[src/rtl/quad_encoder_speed_pkg.sv]
// Shared encodings for quadrature decoding and speed measurement.
// Direction codes and the speed-measurement state type are also used by the ESC datapath.
package quad_encoder_speed_pkg;

   localparam logic [1:0] DIR_STOP = 2'b00;
   localparam logic [1:0] DIR_FWD  = 2'b10;
   localparam logic [1:0] DIR_REV  = 2'b01;

   localparam int unsigned FILT_CNT_W = 4;

   typedef enum logic [1:0] {
      ST_ARM   = 2'd0,
      ST_RUN   = 2'd1,
      ST_STALL = 2'd2
   } speed_state_e;

   // Classify one {A,B} transition; a double-bit change and no change both return DIR_STOP.
   function automatic logic [1:0] quad_step(input logic [1:0] prev, input logic [1:0] cur);
      logic [1:0] res;
      res = DIR_STOP;
      case ({prev, cur})
         4'b00_01, 4'b01_11, 4'b11_10, 4'b10_00: res = DIR_FWD;
         4'b00_10, 4'b10_11, 4'b11_01, 4'b01_00: res = DIR_REV;
         default:                                res = DIR_STOP;
      endcase
      return res;
   endfunction

endpackage

[src/rtl/enc_glitch_filter.sv]
// Two-flop synchronizer followed by a run-length glitch filter for one encoder pin.
// A new level is accepted only after FILTER_LEN consecutive equal synchronized samples.
module enc_glitch_filter
   import quad_encoder_speed_pkg::*;
#(
   parameter int unsigned FILTER_LEN = 4
) (
   input  logic clk,
   input  logic reset,
   input  logic pin,
   output logic level
);

   logic                  sync1;
   logic                  sync2;
   logic [FILT_CNT_W-1:0] run_cnt;

   always_ff @(posedge clk) begin
      if (reset) begin
         sync1   <= 1'b0;
         sync2   <= 1'b0;
         run_cnt <= '0;
         level   <= 1'b0;
      end else begin
         sync1 <= pin;
         sync2 <= sync1;
         if (sync2 == level) begin
            run_cnt <= '0;
         end else if (run_cnt == FILT_CNT_W'(FILTER_LEN - 1)) begin
            level   <= sync2;
            run_cnt <= '0;
         end else begin
            run_cnt <= run_cnt + FILT_CNT_W'(1);
         end
      end
   end

endmodule

[src/rtl/quad_encoder_speed.sv]
// Quadrature encoder decoder: filtered position/direction tracking plus
// A-edge period measurement with arm/run/stall supervision.
module quad_encoder_speed
   import quad_encoder_speed_pkg::*;
#(
   parameter int unsigned DATA_WIDTH = 16,
   parameter int unsigned FILTER_LEN = 4
) (
   input  logic                  clk,
   input  logic                  reset,
   input  logic                  encoder_a,
   input  logic                  encoder_b,
   input  logic                  clear_pos,
   output logic [DATA_WIDTH-1:0] period_out,
   output logic                  period_valid,
   output logic [1:0]            direction,
   output logic [DATA_WIDTH-1:0] position,
   output logic                  stalled,
   output logic                  quad_error
);

   localparam logic [DATA_WIDTH-1:0] CNT_MAX = '1;

   logic                  a_filt;
   logic                  b_filt;
   logic [1:0]            ab_cur;
   logic [1:0]            ab_prev;
   logic [1:0]            step_c;
   logic                  a_rise_c;
   logic                  dbl_c;
   logic [DATA_WIDTH-1:0] period_cnt;
   speed_state_e          state;

   enc_glitch_filter #(.FILTER_LEN(FILTER_LEN)) u_filt_a (
      .clk   (clk),
      .reset (reset),
      .pin   (encoder_a),
      .level (a_filt)
   );

   enc_glitch_filter #(.FILTER_LEN(FILTER_LEN)) u_filt_b (
      .clk   (clk),
      .reset (reset),
      .pin   (encoder_b),
      .level (b_filt)
   );

   assign ab_cur   = {a_filt, b_filt};
   assign step_c   = quad_step(ab_prev, ab_cur);
   assign a_rise_c = a_filt & ~ab_prev[1];
   assign dbl_c    = (ab_prev ^ ab_cur) == 2'b11;

   always_ff @(posedge clk) begin
      if (reset) begin
         ab_prev      <= 2'b00;
         period_cnt   <= '0;
         period_out   <= CNT_MAX;
         period_valid <= 1'b0;
         direction    <= DIR_STOP;
         position     <= '0;
         stalled      <= 1'b0;
         quad_error   <= 1'b0;
         state        <= ST_ARM;
      end else begin
         ab_prev      <= ab_cur;
         quad_error   <= dbl_c;
         period_valid <= 1'b0;

         if (clear_pos)
            position <= '0;
         else if (step_c == DIR_FWD)
            position <= position + DATA_WIDTH'(1);
         else if (step_c == DIR_REV)
            position <= position - DATA_WIDTH'(1);

         if (step_c != DIR_STOP)
            direction <= step_c;

         if (a_rise_c)
            period_cnt <= DATA_WIDTH'(1);
         else if (period_cnt != CNT_MAX)
            period_cnt <= period_cnt + DATA_WIDTH'(1);

         // An A edge always wins over a coincident saturation; stall overrides any step direction.
         case (state)
            ST_ARM: begin
               if (a_rise_c) begin
                  state <= ST_RUN;
               end else if (period_cnt == CNT_MAX) begin
                  state        <= ST_STALL;
                  period_out   <= CNT_MAX;
                  period_valid <= 1'b1;
                  stalled      <= 1'b1;
                  direction    <= DIR_STOP;
               end
            end
            ST_RUN: begin
               if (a_rise_c) begin
                  period_out   <= period_cnt;
                  period_valid <= 1'b1;
               end else if (period_cnt == CNT_MAX) begin
                  state        <= ST_STALL;
                  period_out   <= CNT_MAX;
                  period_valid <= 1'b1;
                  stalled      <= 1'b1;
                  direction    <= DIR_STOP;
               end
            end
            ST_STALL: begin
               if (a_rise_c) begin
                  state   <= ST_RUN;
                  stalled <= 1'b0;
               end
            end
            default: state <= ST_ARM;
         endcase
      end
   end

endmodule

[config.mk]
export PLATFORM = sky130hd
export DESIGN_NAME = quad_encoder_speed
export DESIGN_NICKNAME = d
export VERILOG_FILES = /design/src/rtl/quad_encoder_speed_pkg.sv /design/src/rtl/enc_glitch_filter.sv /design/src/rtl/quad_encoder_speed.sv
export SDC_FILE = /design/constraint.sdc
export NUM_CORES = 1
export LEC_CHECK = 0
export ABC_AREA = 1
export CAP_MARGIN = 25
export CORE_ASPECT_RATIO = 1.75
export CORE_UTILIZATION = 28
export CTS_CLUSTER_SIZE = 10
export DETAILED_ROUTE_END_ITERATION = 7
export HOLD_SLACK_MARGIN = 0.02
export PLACE_DENSITY_LB_ADDON = 0.3
export SYNTH_ARGS = -nofsm -noshare
export SYNTH_HDL_FRONTEND = slang
export SYNTH_SLANG_ARGS = --single-unit
[constraint.sdc]
create_clock -name clk -period 2.3 [get_ports clk]
set_input_delay 0.575 -clock clk [delete_from_list [all_inputs] [get_ports clk]]
set_output_delay 0.575 -clock clk [all_outputs]
set_load 0.01 [all_outputs]
[Word level (Yosys, flattened, before mapping)]
Memories as Yosys holds them, arrays and structs flattened.
Cells that the tools add are included.
Cells by class
  reduce and logical (&&, ||, !) cells: 16
  bitwise operators: 5
  add/sub/neg operators: 5
  muxes and demuxes: 25
  eq/ne operators: 16
Operators with widths (number)
  16-bit 2-to-1 mux: 5
  16-bit by 1-bit adder with 16-bit output, second input constant: 2
  16-bit one-hot mux with 2 select lines: 1
  16-bit == test, second input constant: 1
  2-bit 2-to-1 mux: 8
  16-bit != test, second input constant: 1
  16-bit by 1-bit subtractor with 16-bit output, second input constant: 1
  2-bit nonzero test: 5
  4-bit by 1-bit adder with 4-bit output, second input constant: 2
  4-bit by 2-bit == test with 1-bit output, second input constant: 2
  1-bit 2-to-1 mux: 8
  2-bit != test, second input constant: 4
  2-bit AND reduction: 4
  2-bit == test, second input constant: 3
  2-bit one-hot mux with 3 select lines: 1
  2-bit OR reduction: 3
  3-bit OR reduction: 2
  2-bit by 1-bit == test with 1-bit output, second input constant: 2
  1-bit one-hot mux with 2 select lines: 2
  4-bit AND reduction: 1
  1-bit inverter: 3
  1-bit == test: 2
  2-bit zero test: 1
  2-bit by 1-bit != test with 1-bit output, second input constant: 1
  other kinds (2): 2
Word-level totals
  memories: 1
  ROM bits: 32
  logic and storage cells: 86
  register bits after elaboration: 71
  input port bits: 5
Memories
  (name not given): depth 16, width 2, read ports 1, clocked after memory_dff 0, wr ports 0, RTL line quad_encoder_speed_pkg.sv:21  | case ({prev, cur})

[Longest topological paths before layout]
Gate-level depths: netlist of run 1.
An unclocked memory read counts as a cell.
  depth in word-level cells: 6
  gate-level depth with buffers: 15
  mapped depth without buffers: 15

[Modules after synthesis]
Synthesis of run 1 repeated with hierarchy kept, for this count alone.
Second synthesis, totals
  cells, all modules: 549
  area, all modules: 3847.4 µm²
Modules (own cells, without submodules)
  quad_encoder_speed: seq. area each 1141.1 µm², instances 1, area each 3281.9 µm², cells each 481
  enc_glitch_filter: seq. area each 140.1 µm², instances 2, area each 282.8 µm², cells each 34

[Worst setup path after synthesis of run 1]
OpenSTA, ideal clock, no wires.
  kind: reg2reg
  from: register u_filt_a.level
  to: register position[13]
  path slack: -0.150 ns
  stages on the path, launching flop included: 16
  path buffers: 0
  data arrival time: 2.341 ns
  clock period less this slack: 2.450 ns
  cell sequence: dfxtp_1 xor2_1 nand2_1 ha_1 inv_1 ha_1 nand2_1 inv_1 a21oi_1 nor2_1 nor2_1 nand2_1 nand2_1 nand3_1 nand2_1 inv_1
Between the ends
  longest elaborated chain between the ends: 3
  elaborated cells between the ends (all ways): 5
RTL lines
  start: declaration: RTL line enc_glitch_filter.sv:11  | output logic level
  start signal: assignment: RTL line enc_glitch_filter.sv:30  | level <= sync2;
  memory 16 x 2 bit *
  2-bit == test or 2-bit by 1-bit == test with 1-bit output (tied branches): RTL line quad_encoder_speed.sv:71, quad_encoder_speed.sv:73
  16-bit 2-to-1 mux or 2-bit nonzero test (tied branches)
  end signal: assignment: RTL line quad_encoder_speed.sv:72  | position <= position + DATA_WIDTH'(1);
  end signal: assignment: RTL line quad_encoder_speed.sv:74  | position <= position - DATA_WIDTH'(1);
  end: declaration: RTL line quad_encoder_speed.sv:17  | output logic [DATA_WIDTH-1:0] position,
Every way passes the cells marked *; elsewhere a longest branch is shown, timed or not.
A chain may end at the register's enable or synchronous reset.

[Worst setup path in the final report of run 1]
  from: register u_filt_a.level
  to: register position[12]
Same word-level chain as after synthesis.

==> results of run 1 <==
==> worst max-delay path by stage <==
stage / end / slack, ps / depth (start not counted)
finish: position[12] / -100 / 16
global route: position[14] / -240 / 15
CTS: position[12] / -40 / 16
detailed placement: position[14] / -140 / 15
global placement: position[14] / -70 / 15
floorplan: position[13] / -80 / 15
==> power by group <==
group | switching [mW] | internal, mW
Sequential | 0.00646 | 1.24
Combinational | 0.0369 | 0.0247
Clock | 0.562 | 0.852
==> cells in the mapped netlist <==
master / n / area share
inv_1: 76 / 0.078
dfxtp_1: 71 / 0.39
inv_2: 1 / 0.0010
o21a_1: 1 / 0.0021
a211oi_1: 2 / 0.0041
o211ai_1: 1 / 0.0021
a21o_1: 2 / 0.0041
and2_1: 3 / 0.0052
o21ai_0: 25 / 0.034
nand2_2: 1 / 0.0017
buf_2: 1 / 0.0014
o31ai_1: 1 / 0.0021
ha_1: 23 / 0.079
xor2_1: 11 / 0.026
nor2_4: 2 / 0.0062
o22ai_1: 16 / 0.028
o21ai_1: 1 / 0.0014
fa_1: 1 / 0.0055
a21oi_1: 28 / 0.039
xnor2_1: 8 / 0.019
a31oi_1: 1 / 0.0017
nand4_1: 4 / 0.0069
nor3_1: 10 / 0.014
nand3_1: 25 / 0.034
nor3_2: 1 / 0.0028
or2_2: 3 / 0.0052
nor2_1: 74 / 0.076
nand2_1: 108 / 0.11
nor2_2: 1 / 0.0017
clkbuf_1: 9 / 0.0093
buf_6: 1 / 0.0031
o21bai_1: 1 / 0.0021
==> flip-flops by register name, summed over array words and instances, names as in the netlist, 2 cells and up <==
| signal | count |
|---|---|
| period_out | 16 |
| u_filt_b.run_cnt | 4 |
| u_filt_a.run_cnt | 4 |
| state | 2 |
| period_cnt | 16 |
| ab_prev | 2 |
| position | 16 |
| direction | 2 |
==> worst max-delay path, stage by stage (launching register included) <==
cell        delay, ps
dfxtp_2           330
xor2_2            180
nor2_2            110
ha_2              220
clkinvlp_4        140
buf_12            180
ha_1              300
a21oi_2           160
nor2_1             70
nor2_1            110
nand2_1           110
nand2_2           100
nand2_1            50
nand2_1            50
nand3_1            60
nand2_1            70
inv_1              30
==> per-stage QoR <==
stage	cells	setup WS, ps	area (µm²)	hold WS (ps)
detailed placement	741	-139	4450	397
finish	763	-97.9	5030	402
floorplan	513	-82.9	3640	388
global placement	741	-65.1	4450	395
global route	763	-237	5030	423
CTS	760	-42.8	4900	405
==> repair_timing <==
action / 4_1_cts / 5_1_grt
resized for setup: 19 / 21
setup endpoints to repair: 9 / 13
gates cloned: 0 / 1
hold buffers: 0 / 0
setup buffers: 3 / 2
pin swaps: 6 / 6
==> area by class of cell <==
class,instances,area [µm²],area share
clock buffer,9,225,0.0448
tap,168,210,0.0418
sequential,71,1430,0.284
inverter,77,293,0.0582
clock inverter,7,78.8,0.0157
timing repair buffer,77,711,0.141
multi-input combinational,354,2090,0.415
==> routing by layer <==
layer / track usage / vias up
li1: - / 1800
met1: 0.145 / 1592
met2: 0.277 / 54
met3: 0.0287 / 16
met4: 0.0538 / 0
met5: 0 / -
==> layout by cell type, fill, tap and decap left out, types with 11 or more instances in the layout <==
master,synthesis,layout
nand2_2,1,11
o22ai_1,16,16
nor2_1,74,72
o21ai_0,25,24
nand2_1,108,98
inv_1,76,74
buf_4,0,34
dfxtp_1,71,67
ha_1,23,11
nand3_1,25,23
a21oi_1,28,23
clkdlybuf4s50_1,0,41
==> cells by family after synthesis <==
kind of cell               count (synthesis)  synth area share
DFF                                       71             0.391
buffers and inverters                     88            0.0932
adders and majority gates                 24            0.0846
and+or+nand+nor                          232             0.266
AOI/OAI and AO/OA                         79             0.120
xor gates and xnor gates                  19            0.0458
==> metrics, run 1 <==
antenna cells 0; Worst setup startpoint u_filt_a.level; vias about 3500; Crit path arrival time approximately 2600 ps; drt first pass iters 4; Total Power about 2.7 mW; fraction of layout instances using a drive strength above 1 0.173; period utilization 1.04; fillcell total around 1300; failing checks setup timing; Hold EP u_filt_b.sync2; Net count, final 619; Fin Setup TNS -441 ps; reg-to-reg critical path startpoint u_filt_a.level; htree depth 3; HPWL after DPL 6780 µm; gr usage total 0.144; die footprint 13500 µm²; RR Endpoint position[12]; slew margin rel. 0.623; Synth Warn # 0; clock buffer depth 2; CTS tree done; Distinct cells, synth 32; First DRT Iteration DRCs 134; Setup crit end kind register; status complete, but fails checks; sequential area share after synthesis 0.391; # IOs 42; CP Class register to register; HP Class register to register; Clock Sinks just over 70; Final Hold Viols 0; final setup vio count 10; Highest Clock Rate around 420 MHz; pin count of the biggest net entering global routing 26; worst vdd ir roughly 0.33 mV; Power Density 541 nW/µm²; Worst-Margin Slew 564 ps; vias in the first global route ~3300; num rows 54; routed metal-1 wire length between 3000 and 4000 µm; remaining global-route overflow 0; Max Cap Viol 0; Post-Syn Area about 3600 µm²; final worst slack -97.9 ps; clk root buf clkbuf_16; Layout area overhead 38.3%; WP data required roughly 2500 ps; Post-Syn Nets roughly 540; post-DR wirelength/cell around 12 µm; core area approximately 13000 µm²; CP Launch Type register; RSZ-0062 raised after global routing yes; worst skew pair latency around 330 ps; top sig layer met4; Routed Antenna Nets 0; Die H about 150 µm; Reg2Reg Depth 16; DRC 0; Worst Hold Path Cells 2; met2 wire len ~5200 µm; Clock transition at path regs about 60 ps; routed vias/inst ~4.5; first-pass GRT wire length 15000 µm; Die X slightly below 90 µm; Post-Synthesis Cells approximately 510; initial core utilization 0.289; average instance area after synthesis around 7 µm²; Final Skew 5.20 ps; wirelength, routed between 9000 and 10000 µm; GPL Wtd Cong between 0.9 and 1; Seq cells post-synth 71; Pins Over Slew Limit 0; hold path startpoint u_filt_b.sync1; setup slack, reg-to-reg -100 ps; number of port buffers between 40 and 50; total CTS buffers 9; WL met3 between 200 and 250 µm; Worst Path Max Fanout 9; leakage about 2.3 nW; initial antenna violation count 0; post-layout util 0.400; min Tclk post-route between 2000 and 2500 ps
(Power assumes the default switching activity.)
==> run 2: changes to the inputs <==
--- a/config.mk
+++ b/config.mk
@@ -7,10 +7,14 @@
 export LEC_CHECK = 0
 export ABC_AREA = 1
 export CAP_MARGIN = 25
+export CELL_PAD_IN_SITES_DETAIL_PLACEMENT = 1
+export CELL_PAD_IN_SITES_GLOBAL_PLACEMENT = 1
 export CORE_ASPECT_RATIO = 1.75
 export CORE_UTILIZATION = 28
+export CTS_BUF_LIST = sky130_fd_sc_hd__clkbuf_2
 export CTS_CLUSTER_SIZE = 10
 export DETAILED_ROUTE_END_ITERATION = 7
+export GPL_TIMING_DRIVEN = 0
 export HOLD_SLACK_MARGIN = 0.02
 export PLACE_DENSITY_LB_ADDON = 0.3
 export SYNTH_ARGS = -nofsm -noshare
==> metrics, run 2 (synthesized netlist as in run 1, its figures left out) <==
post-DR wirelength/cell 14.5 µm (+18%); M2 GR Usage 0.337 (+0.0598); CP Class register to register; HPWL after DPL 8040 µm (+19%); remaining global-route overflow 0 (unchanged); vias 3559 (+2.8%); total CTS buffers 9 (unchanged); GR Layer Usage met1 0.164 (+0.0196); hold path startpoint u_filt_a.sync1; num rows 54 (unchanged); worst skew pair latency 540 ps (+210 ps); Power Density 435 nW/µm² (-20%); leakage 2.19 nW (-4.0%); final worst slack -75.9 ps (+22.0 ps); First DRT Iteration DRCs 46 (-66%); pin count of the biggest net entering global routing 14 (-46%); number of port buffers 40 (-2.4%); reg-to-reg critical path startpoint ab_prev[0]; setup slack, reg-to-reg -80 ps (+20 ps); fraction of layout instances using a drive strength above 1 0.193 (+0.0197); CP delay by family, top simple AND/OR/NAND/NOR gates; Clock transition at path regs 210 ps (+150 ps); Worst Path Max Fanout 7 (-2); CP Cell Sequence xor2_4, nor2_4, ha_4, clkinvlp_4, buf_8, ha_4, nand2_1, nand2_1, a21oi_2, nand2_2, buf_4, nand2_2, a21o_1, nand3_1, nand2_1, inv_1; Final Hold Viols 0 (unchanged); Global Route met3 Usage 0.0298 (+0.00108); RSZ-0062 raised after global routing yes; initial antenna violation count 1 (+1); gr usage total 0.171 (+0.0273); RR Endpoint position[11]; min Tclk post-route 2380 ps (-22.0 ps); Pins Over Slew Limit 0 (unchanged); die footprint 13500 µm² (unchanged); initial core utilization 0.289 (unchanged); Layout area overhead 37.8%; worst vdd ir 0.250 mV (-24%); first-pass GRT wire length 17800 µm (+19%); most used cell, CP nand2_1; Reg2Reg Depth 16 (unchanged); CP Launch Type register; vias in the first global route 3846 (+18%); CTS tree done; Max Cap Viol 0 (unchanged); CTS hold repair buffers 0 (unchanged); delay of the slowest cell on the worst path 410 ps (+80 ps); final setup vio count 6 (-4); Worst Path Buf+Inv 4 (+1); WP data required 2760 ps (+220 ps); # IOs 42 (unchanged); Setup crit end kind register; post-layout util 0.399 (-0.00159); status complete, but fails checks; Highest Clock Rate 421 MHz (+0.93%); Clock Sinks 71 (unchanged); core area 12600 µm² (unchanged); Worst Hold Path Cells 2 (unchanged); commonest non-fill, non-tap cells in the layout nand2_1 (86), inv_1 (73), nor2_1 (70), dfxtp_1 (65), clkdlybuf4s50_1 (40); Hold EP u_filt_a.sync2; commonest non-fill, non-tap cell in the layout nand2_1; GPL Wtd Cong 0.841 (-8.5%); Die H 153 µm (unchanged); CP max stage cell dfxtp_4; Final Skew 36.9 ps (+31.7 ps); clk root buf clkbuf_2; HP Class register to register; Net count, final 610 (-1.5%); fillcell total 1587 (+20%); Worst-Margin Slew 672 ps (+108 ps); clock buffer depth 2 (unchanged); Die X 88.2 µm (unchanged); GR peak layer met2; Fin Setup TNS -378 ps (+62.5 ps); Routed Antenna Nets 0 (unchanged); failing checks setup timing; htree depth 3 (unchanged); period utilization 1.03 (-0.00956); wirelength, routed 10900 µm (+17%); drt first pass iters 4 (unchanged); Crit path arrival time 2830 ps (+200 ps); slew margin rel. 0.552 (-0.0713); routed vias/inst 4.71 (+3.9%); Total Power 2.18 mW (-20%); leading registers by flop count period_cnt: 16 flops, period_out: 16 flops, position: 16 flops; DRC 0 (unchanged)
-- run 2: cell count changes in the layout (fill, tap and decap cells not counted), sizes merged --
cell	before	now
clkdlybuf4s50	41	40
buf	35	19
clkinv	3	0
inv	79	78
bufinv	1	2
diode	0	1
clkbuf	10	19
clkinvlp	1	3
-- run 2: how the worst max path moves through the flow --
stage | startpoint | to | slack (ps) | cells past startpoint
2_1_floorplan | u_filt_b.level | position[13] | -80 | 15
3_3_place_gp | u_filt_b.level | position[13] | -600 | 15
3_5_place_dp | u_filt_a.level | position[13] | -670 | 15
4_1_cts | ab_prev[0] | position[13] | -120 | 16
5_1_grt | u_filt_a.level | position[7] | -210 | 15
6_report | ab_prev[0] | position[11] | -80 | 16
-- run 2: report_power, final --
| part | switching, mW | total [mW] | internal (mW) |
|---|---|---|---|
| sequential | 0.00859 | 1.25 | 1.24 |
| combinational | 0.0393 | 0.0582 | 0.0190 |
| clock | 0.503 | 0.874 | 0.371 |
-- run 2: layout make-up --
cell class / count / area, µm² / share of cell area
antenna: 1 / 2.50 / 0.000499
tap: 168 / 210 / 0.0419
inverter: 77 / 293 / 0.0584
clock buffer: 10 / 50.0 / 0.00999
multi-input combinational: 354 / 2320 / 0.462
timing repair buffer: 57 / 559 / 0.112
sequential: 71 / 1440 / 0.287
clock inverter: 6 / 92.6 / 0.0185
buffer: 11 / 50.0 / 0.00999
-- run 2: routing by layer --
metal  wire [µm]  part of all wire
met5           0                 0
met4         305             0.028
met3         351             0.032
met2        6310              0.58
met1        3960              0.36
-- run 2: worst register-to-register path, cell delays in order, from the launching register on --
cell and delay [ps]:
dfxtp_4 410, xor2_4 190, nor2_4 120, ha_4 160
clkinvlp_4 120, buf_8 170, ha_4 250, nand2_1 90
nand2_1 70, a21oi_2 150, nand2_2 120, buf_4 150
nand2_2 60, a21o_1 100, nand3_1 50, nand2_1 80
inv_1 30
-- run 2: per-stage QoR --
stage	hold slack (ps)	setup WS, ps	instances	area [µm²]
floorplan	388	-82.9	513	3640
global placement	390	-600	721	4250
detailed placement	402	-667	721	4250
CTS	426	-120	749	4820
global route	429	-211	755	5010
finish	421	-75.9	755	5010
-- run 2: what timing repair did --
| item | in CTS | in global routing |
|---|---|---|
| pin swaps | 18 | 22 |
| endpoints found under the setup margin | 13 | 19 |
| buffers inserted | 12 | 5 |
| resized for setup | 63 | 33 |
